**config.mk**
```make
export PLATFORM = sky130hd
export DESIGN_NAME = count_enable_ctrl
export DESIGN_NICKNAME = d
export VERILOG_FILES = /design/src/rtl/count_enable_ctrl.sv
export SDC_FILE = /design/constraint.sdc
export NUM_CORES = 1
export LEC_CHECK = 0
export ABC_CLOCK_PERIOD_IN_PS = 4900
export BUFFER_PORTS_ARGS = -buffer_cell sky130_fd_sc_hd__buf_2
export CORE_MARGIN = 2
export CORE_UTILIZATION = 35
export CTS_CLUSTER_DIAMETER = 50
export CTS_CLUSTER_SIZE = 20
export DETAILED_ROUTE_END_ITERATION = 10
export PLACE_DENSITY = 0.61
export SYNTH_ARGS = -nofsm -noshare
export SYNTH_HDL_FRONTEND = slang
export SYNTH_SLANG_ARGS = --single-unit
```
**constraint.sdc**
```tcl
create_clock -name clk -period 4.9 [get_ports clk]
set_input_delay 1.47 -clock clk [delete_from_list [all_inputs] [get_ports clk]]
set_output_delay 1.47 -clock clk [all_outputs]
set_load 0.02 [all_outputs]
```
**src/rtl/count_enable_ctrl.sv**
```systemverilog
// count_enable_ctrl: push-button front end (synchronise, debounce, IDLE/RUN/PAUSE FSM, prescaler) that drives a down counter's ena/clr.
//   clk        system clock, rising edge
//   rst        synchronous reset, active-low
//   btn_start  raw start/resume button
//   btn_stop   raw pause button
//   btn_clear  raw clear button
//   btn_step   raw single-step button
//   cnt_ena    one-cycle count-enable pulse
//   cnt_clr    one-cycle clear pulse
//   run_led    high while in RUN
//   state      IDLE=00, RUN=01, PAUSE=10
module count_enable_ctrl #(
    parameter int DIV_VALUE = 12500000,
    parameter int DIV_BITS  = 24,
    parameter int DB_CYCLES = 250000,
    parameter int DB_BITS   = 18
) (
    input  logic       clk,
    input  logic       rst,
    input  logic       btn_start,
    input  logic       btn_stop,
    input  logic       btn_clear,
    input  logic       btn_step,
    output logic       cnt_ena,
    output logic       cnt_clr,
    output logic       run_led,
    output logic [1:0] state
);
    typedef enum logic [1:0] {IDLE = 2'b00, RUN = 2'b01, PAUSE = 2'b10, BAD = 2'b11} state_t;
    state_t state_q, state_n;
    logic [3:0] raw, s0, s1, db, db_q, press;
    logic [DB_BITS-1:0] dbc [4];
    logic [DIV_BITS-1:0] presc, presc_n;
    logic p_clr, p_stop, p_start, p_step, wrap, ena_n, clr_n;
    assign raw = {btn_step, btn_start, btn_stop, btn_clear};
    always_ff @(posedge clk) begin
        if (!rst) begin
            s0   <= '0;
            s1   <= '0;
            db   <= '0;
            db_q <= '0;
            for (int k = 0; k < 4; k++) dbc[k] <= '0;
        end else begin
            s0   <= raw;
            s1   <= s0;
            db_q <= db;
            for (int k = 0; k < 4; k++) begin
                if (s1[k] == db[k]) dbc[k] <= '0;
                else if (dbc[k] == DB_BITS'(DB_CYCLES - 1)) begin
                    db[k]  <= s1[k];
                    dbc[k] <= '0;
                end else dbc[k] <= dbc[k] + 1'b1;
            end
        end
    end
    // Rising edge of the debounced level only; only the highest-priority press survives.
    assign press   = db & ~db_q;
    assign p_clr   = press[0];
    assign p_stop  = press[1] & ~press[0];
    assign p_start = press[2] & ~|press[1:0];
    assign p_step  = press[3] & ~|press[2:0];
    assign wrap    = presc == DIV_BITS'(DIV_VALUE - 1);
    always_comb begin
        state_n = IDLE;
        presc_n = '0;
        ena_n   = 1'b0;
        clr_n   = 1'b0;
        case (state_q)
            IDLE: begin
                clr_n   = p_clr;
                ena_n   = p_step;
                state_n = p_start ? RUN : IDLE;
            end
            RUN: begin
                clr_n   = p_clr;
                state_n = p_clr ? IDLE : (p_stop ? PAUSE : RUN);
                presc_n = p_clr ? '0 : (p_stop ? presc : (wrap ? '0 : presc + 1'b1));
                // A clear or stop landing on the wrap cycle swallows that tick.
                ena_n   = !p_clr && !p_stop && wrap;
            end
            PAUSE: begin
                clr_n   = p_clr;
                ena_n   = p_step;
                state_n = p_clr ? IDLE : (p_start ? RUN : PAUSE);
                presc_n = p_clr ? '0 : presc;
            end
            default: ;
        endcase
    end
    always_ff @(posedge clk) begin
        if (!rst) begin
            state_q <= IDLE;
            presc   <= '0;
            cnt_ena <= 1'b0;
            cnt_clr <= 1'b0;
            run_led <= 1'b0;
        end else begin
            state_q <= state_n;
            presc   <= presc_n;
            cnt_ena <= ena_n;
            cnt_clr <= clr_n;
            run_led <= state_n == RUN;
        end
    end
    assign state = state_q;
endmodule
```
== After elaboration in Yosys (flattened, before gate mapping) ==
Memory sizes are Yosys's and may differ from the RTL's.
Index checks and enable logic that the tools add are counted.

* Output and inout bits: 5
* Input port bits: 6
* Bits in registers: 45
* Word-level logic and storage cells: 140
* RAM bits: 72
* Memories kept: 1

{| class="wikitable"
|+ Memory list
! memory !! depth !! bits a word !! rd ports !! clocked after memory_dff !! wr ports !! RTL line !! source
|-
| dbc || 4 || 18 || 4 || 0 || 4 || 32 || <nowiki>logic [DB_BITS-1:0] dbc [4];</nowiki>
|}

* Mux-type cells: 69
* $add $sub $neg: 5
* Reductions and logical operators: 17
* Equal/unequal tests: 14
* Bitwise operators: 22

{| class="wikitable"
|+ Operators with widths
! operator !! count
|-
| 18-bit two-way mux || 12
|-
| 24-bit two-way mux || 4
|-
| 18-bit by 1-bit adder with 18-bit output (second input constant) || 4
|-
| 18-bit == test (second input constant) || 4
|-
| 24-bit case mux with 2 select lines || 1
|-
| 1-bit two-way mux || 46
|-
| 24-bit by 1-bit adder with 24-bit output (second input constant) || 1
|-
| 24-bit == test (second input constant) || 1
|-
| 1-bit bitwise OR || 12
|-
| 2-bit AND reduction || 6
|-
| 2-bit two-way mux || 4
|-
| 2-bit case mux with 3 select lines || 1
|-
| 3-bit OR reduction || 2
|-
| 1-bit NOT || 5
|-
| 4-bit bitwise AND || 1
|-
| 1-bit == test || 4
|-
| 2-bit by 1-bit == test with 1-bit output (second input constant) || 2
|-
| 1-bit zero test || 4
|-
| 4-bit NOT || 1
|-
| 2-bit OR reduction || 2
|-
| 1-bit bitwise AND || 3
|-
| 3-bit inequality test (second input constant) || 1
|-
| 2-bit == test (second input constant) || 1
|-
| 1-bit logical AND || 2
|-
| 3 further kinds || 3
|}

== Depth between registers and ports, before layout ==
* Depth in word-level cells: 9
* Gate-level depth with buffers: 7

== Worst setup path before layout ==
Ideal clock, no wire load.

* Path type: input to register
* Start: input port rst
* End: memory dbc[0][10], data pin
* Data required time: 4.760 ns
* Data arrival time: 2.591 ns
* Library setup time: 0.140 ns
* Slack: 2.169 ns
* Stages on the path: 6
* Cell sequence: clkbuf_1 nand2_1 or2_2 clkbuf_1 clkbuf_1 nor2_1

{| class="wikitable"
|+ RTL lines
! item !! RTL line !! source
|-
| start, declared || 19 || <nowiki>input logic rst,</nowiki>
|-
| end, declared || 32 ||
|}

== Final worst setup path ==
* Start: register state_q[0], in the netlist state[0]
* End: output port state[0]

{| class="wikitable"
|+ RTL lines
! item !! RTL line !! source
|-
| start, declared || 30 || <nowiki>state_t state_q, state_n;</nowiki>
|-
| start signal, assigned || 98 || <nowiki>state_q <= state_n;</nowiki>
|-
| end, declared || 27 || <nowiki>output logic [1:0] state</nowiki>
|}

No word-level cell between the ends.

==> results_dict.tcl <==
set metrics [dict create \
    outcome "finished, final reports clean" \
    yosys_warnings 0 \
    dieHeight_um 133.5 \
    ys_seq_elements 117 \
    maxSlewHeadroom_pct 47.36 \
    hold_depth 1 \
    maxCapViolCount 0 \
    die_w_um 133.5 \
    core_um2 16470 \
    clock_skew_ns 0.005528 \
    antenna_left 0 \
    gp_congestion 0.8443 \
    dieArea_um2 17810 \
    comb_power_share_pct 2.6 \
    report.final.slew_viol_count 0 \
    drc 0 \
    setup.worst_path.start "state[0]" \
    worstPathCellList "buf_2" \
    cts.sink_count 117 \
    hp-start "s0[3]" \
    wl_met1_mm 5.217 \
    worst-path-buf-inv 1 \
    drt_iter0_markers 227 \
    fin_nets 684 \
    period_share_pct 52.55 \
    vias_per_cell 4.754 \
    dr_total_vias 4307 \
    fin_crit_ns 2.575 \
    layout-drive-gt1-share_pct 7.872 \
    final_area_um2 6953 \
    area_growth_pct 18.54 \
    portBuffers 10 \
    power_density_nw_per_um2 338.7 \
    post-cts-setup-buffer-count 0 \
    antenna_found_initial 0 \
    grt_max_degree 30 \
    synth-seq-area-share_pct 52.22 \
    first_pass_iters 4 \
    rows 47 \
    cts-resized-gates 0 \
    synth_async_sr_flop_share_pct 0 \
    reg2reg_slack_ns 2.40 \
    cell_internal_pwr_mw 1.828 \
    synthFlopType "edfxtp_1" \
    finalWirelength_mm 10.78 \
    post_dp_cell_area_um2 6379 \
    synth_edf_count 72 \
    io_pins 11 \
    synth.area.top_cells "edfxtp_1, dfxtp_1, nor2_1" \
    root_buffer "clkbuf_16" \
    wl_met2_mm 4.930 \
    cts_tree "done" \
    timing.rr.start "presc[0]" \
    swShare_pct 22.38 \
    worstMarginPinSlew_ns 0.7813 \
    start_kind "flip-flop" \
    synth_top_area_share_pct 36.86 \
    cpPeakStageDelay_ns 0.47 \
    clock_path_buffers 2 \
    ff2ff_path_depth 6 \
    final_common_cell "nor2_1" \
    finalSetupViolations 0 \
    end_kind "output pin" \
    switching_power_mw 0.5270 \
    layout_common_cells "nor2_1, edfxtp_1, conb_1" \
    synthCells 591 \
    tns_ns 0 \
    cpLargestDelayFamily "flip-flops" \
    track_usage_pct 12.89 \
    hpwl_mm 7.532 \
    synth_cell_types 46 \
    ir_worst_vdd_mv 0.2208 \
    p_leak_nw 2.382 \
    antenna_cells 0 \
    critPathKind "reg -> out" \
    path_depth 1 \
    synth_top_cell_by_area "edfxtp_1" \
    avgSynthCellArea_um2 9.925 \
    wl_met3_um 415 \
    arrival_ns 1.10 \
    clkPwrFrac_pct 50.6 \
    initial_core_util_pct 35.62 \
    hold_violations 0 \
    critPathMaxFanout 7 \
    top_layer "met4" \
    ctsHoldBuffers 0 \
    rsz0062_at_grt "false" \
    clk_pin_slew_ns 0.06 \
    routedWlPerCell_um 11.89 \
    numCtsBuffers 17 \
    overflow 0 \
    pwr-share-seq_pct 46.8 \
    synthesis.area_um2 5866 \
    grt_pass1_wl_mm 18.42 \
    grt_pass1_vias 4072 \
    cp.required_ns 3.43 \
    crit_path_top_delay_cell "dfxtp_1" \
    htreeDepth 4 \
    timing.fmax_ghz 0.3884 \
    insertion_delay_ns 0.41 \
    hold_path_class "reg -> reg" \
]
[cells by family (layout without fill, tap and decap cells)]
family / Yosys count / count (layout) / synth area share [%]
multiplexers: 5 / 5 / 0.8533
flip-flops: 117 / 117 / 52.22
adder cells (fa/ha/maj): 5 / 5 / 1.067
buffers and inverters: 36 / 60 / 2.496
AND/OR/NAND/NOR: 312 / 312 / 27.01
AO/OA/AOI/OAI: 37 / 37 / 4.650
other: 1 / 72 / 0.06393
XOR/XNOR: 78 / 78 / 11.65
[Yosys cell counts (2+ instances only)]
cell type and number:
nand4b_1 2, xor2_1 43, o21a_1 3, clkbuf_1 14, a41oi_1 4, ha_1 5, nor2_1 111, mux2i_1 5
buf_2 3, nor3_1 12, a21oi_1 4, a21boi_0 4, or3_1 3, or2_2 6, and4_1 5, o21ai_0 4
xnor2_1 35, edfxtp_1 72, nor4b_1 6, nand3b_1 4, dfxtp_1 45, nand3_1 40, nor2b_1 8, nor4_1 10
o211ai_1 2, and2_1 15, a31oi_1 9, nand4_1 28, nand2_1 41, inv_1 18, nand2b_1 3, and3_1 12
o22ai_1 2
[power by group through the flow]
stage	registers [mW]	logic [mW]	clock network [mW]
6_report	1.10	0.0608	1.19
3_5_place_dp	1.12	0.0592	0
4_1_cts	1.10	0.0600	1.22
2_1_floorplan	1.11	0.0511	0
3_3_place_gp	1.12	0.0582	0
5_1_grt	1.11	0.0702	1.27
[layer usage]
metal  global-route usage [%]  vias up
li1                         -     2180
met1                    16.56     2031
met2                    19.85       80
met3                    3.995       16
met4                    6.147        0
met5                        0        -
[registers in the layout (all words and copies together), names as in the netlist]
signal   cells
cnt_ena      1
run_led      1
s0           4
cnt_clr      1
db_q         4
state        2
db           4
dbc         72
presc       24
s1           4
[path summary, 6_finish.rpt]
check                           endpoint
worst max-delay path            state[0]
worst min-delay path               s1[3]
worst max register to register  presc[8]
worst min register to register     s1[3]
[stage by stage]
| step | setup slack [ns] | hold WS (ns) | util (%) | total power, mW | std cells |
|---|---|---|---|---|---|
| after floorplan | 2.169 | 0.4119 | - | 1.166 | 662 |
| after global placement | 2.104 | 0.4224 | 38.74 | 1.179 | 874 |
| after detailed placement | 2.070 | 0.4290 | 38.74 | 1.182 | 874 |
| after CTS | 2.314 | 0.4518 | 42.23 | 2.380 | 906 |
| after global routing | 2.180 | 0.4610 | 42.23 | 2.443 | 906 |
| final | 2.325 | 0.4451 | 42.23 | 2.355 | 906 |
[worst register-to-register path, stage by stage (launching register included)]
cell and delay, ns:
dfxtp_1 0.39, ha_1 0.24, nand4_1 0.36, nor4_2 0.40, a21boi_2 0.28, o311ai_4 0.60
nor2_1 0.11
[cell type report]
cell class	count	area [µm²]
Clock buffer	18	450.4
Clock inverter	14	123.9
Fill cell	1643	9513
Inverter	18	67.56
Multi-Input combinational cell	509	2923
Sequential cell	117	3063
Tap cell	220	275.3
Timing Repair Buffer	10	50.05
Note: power is estimated with default switching activity, not from simulation.
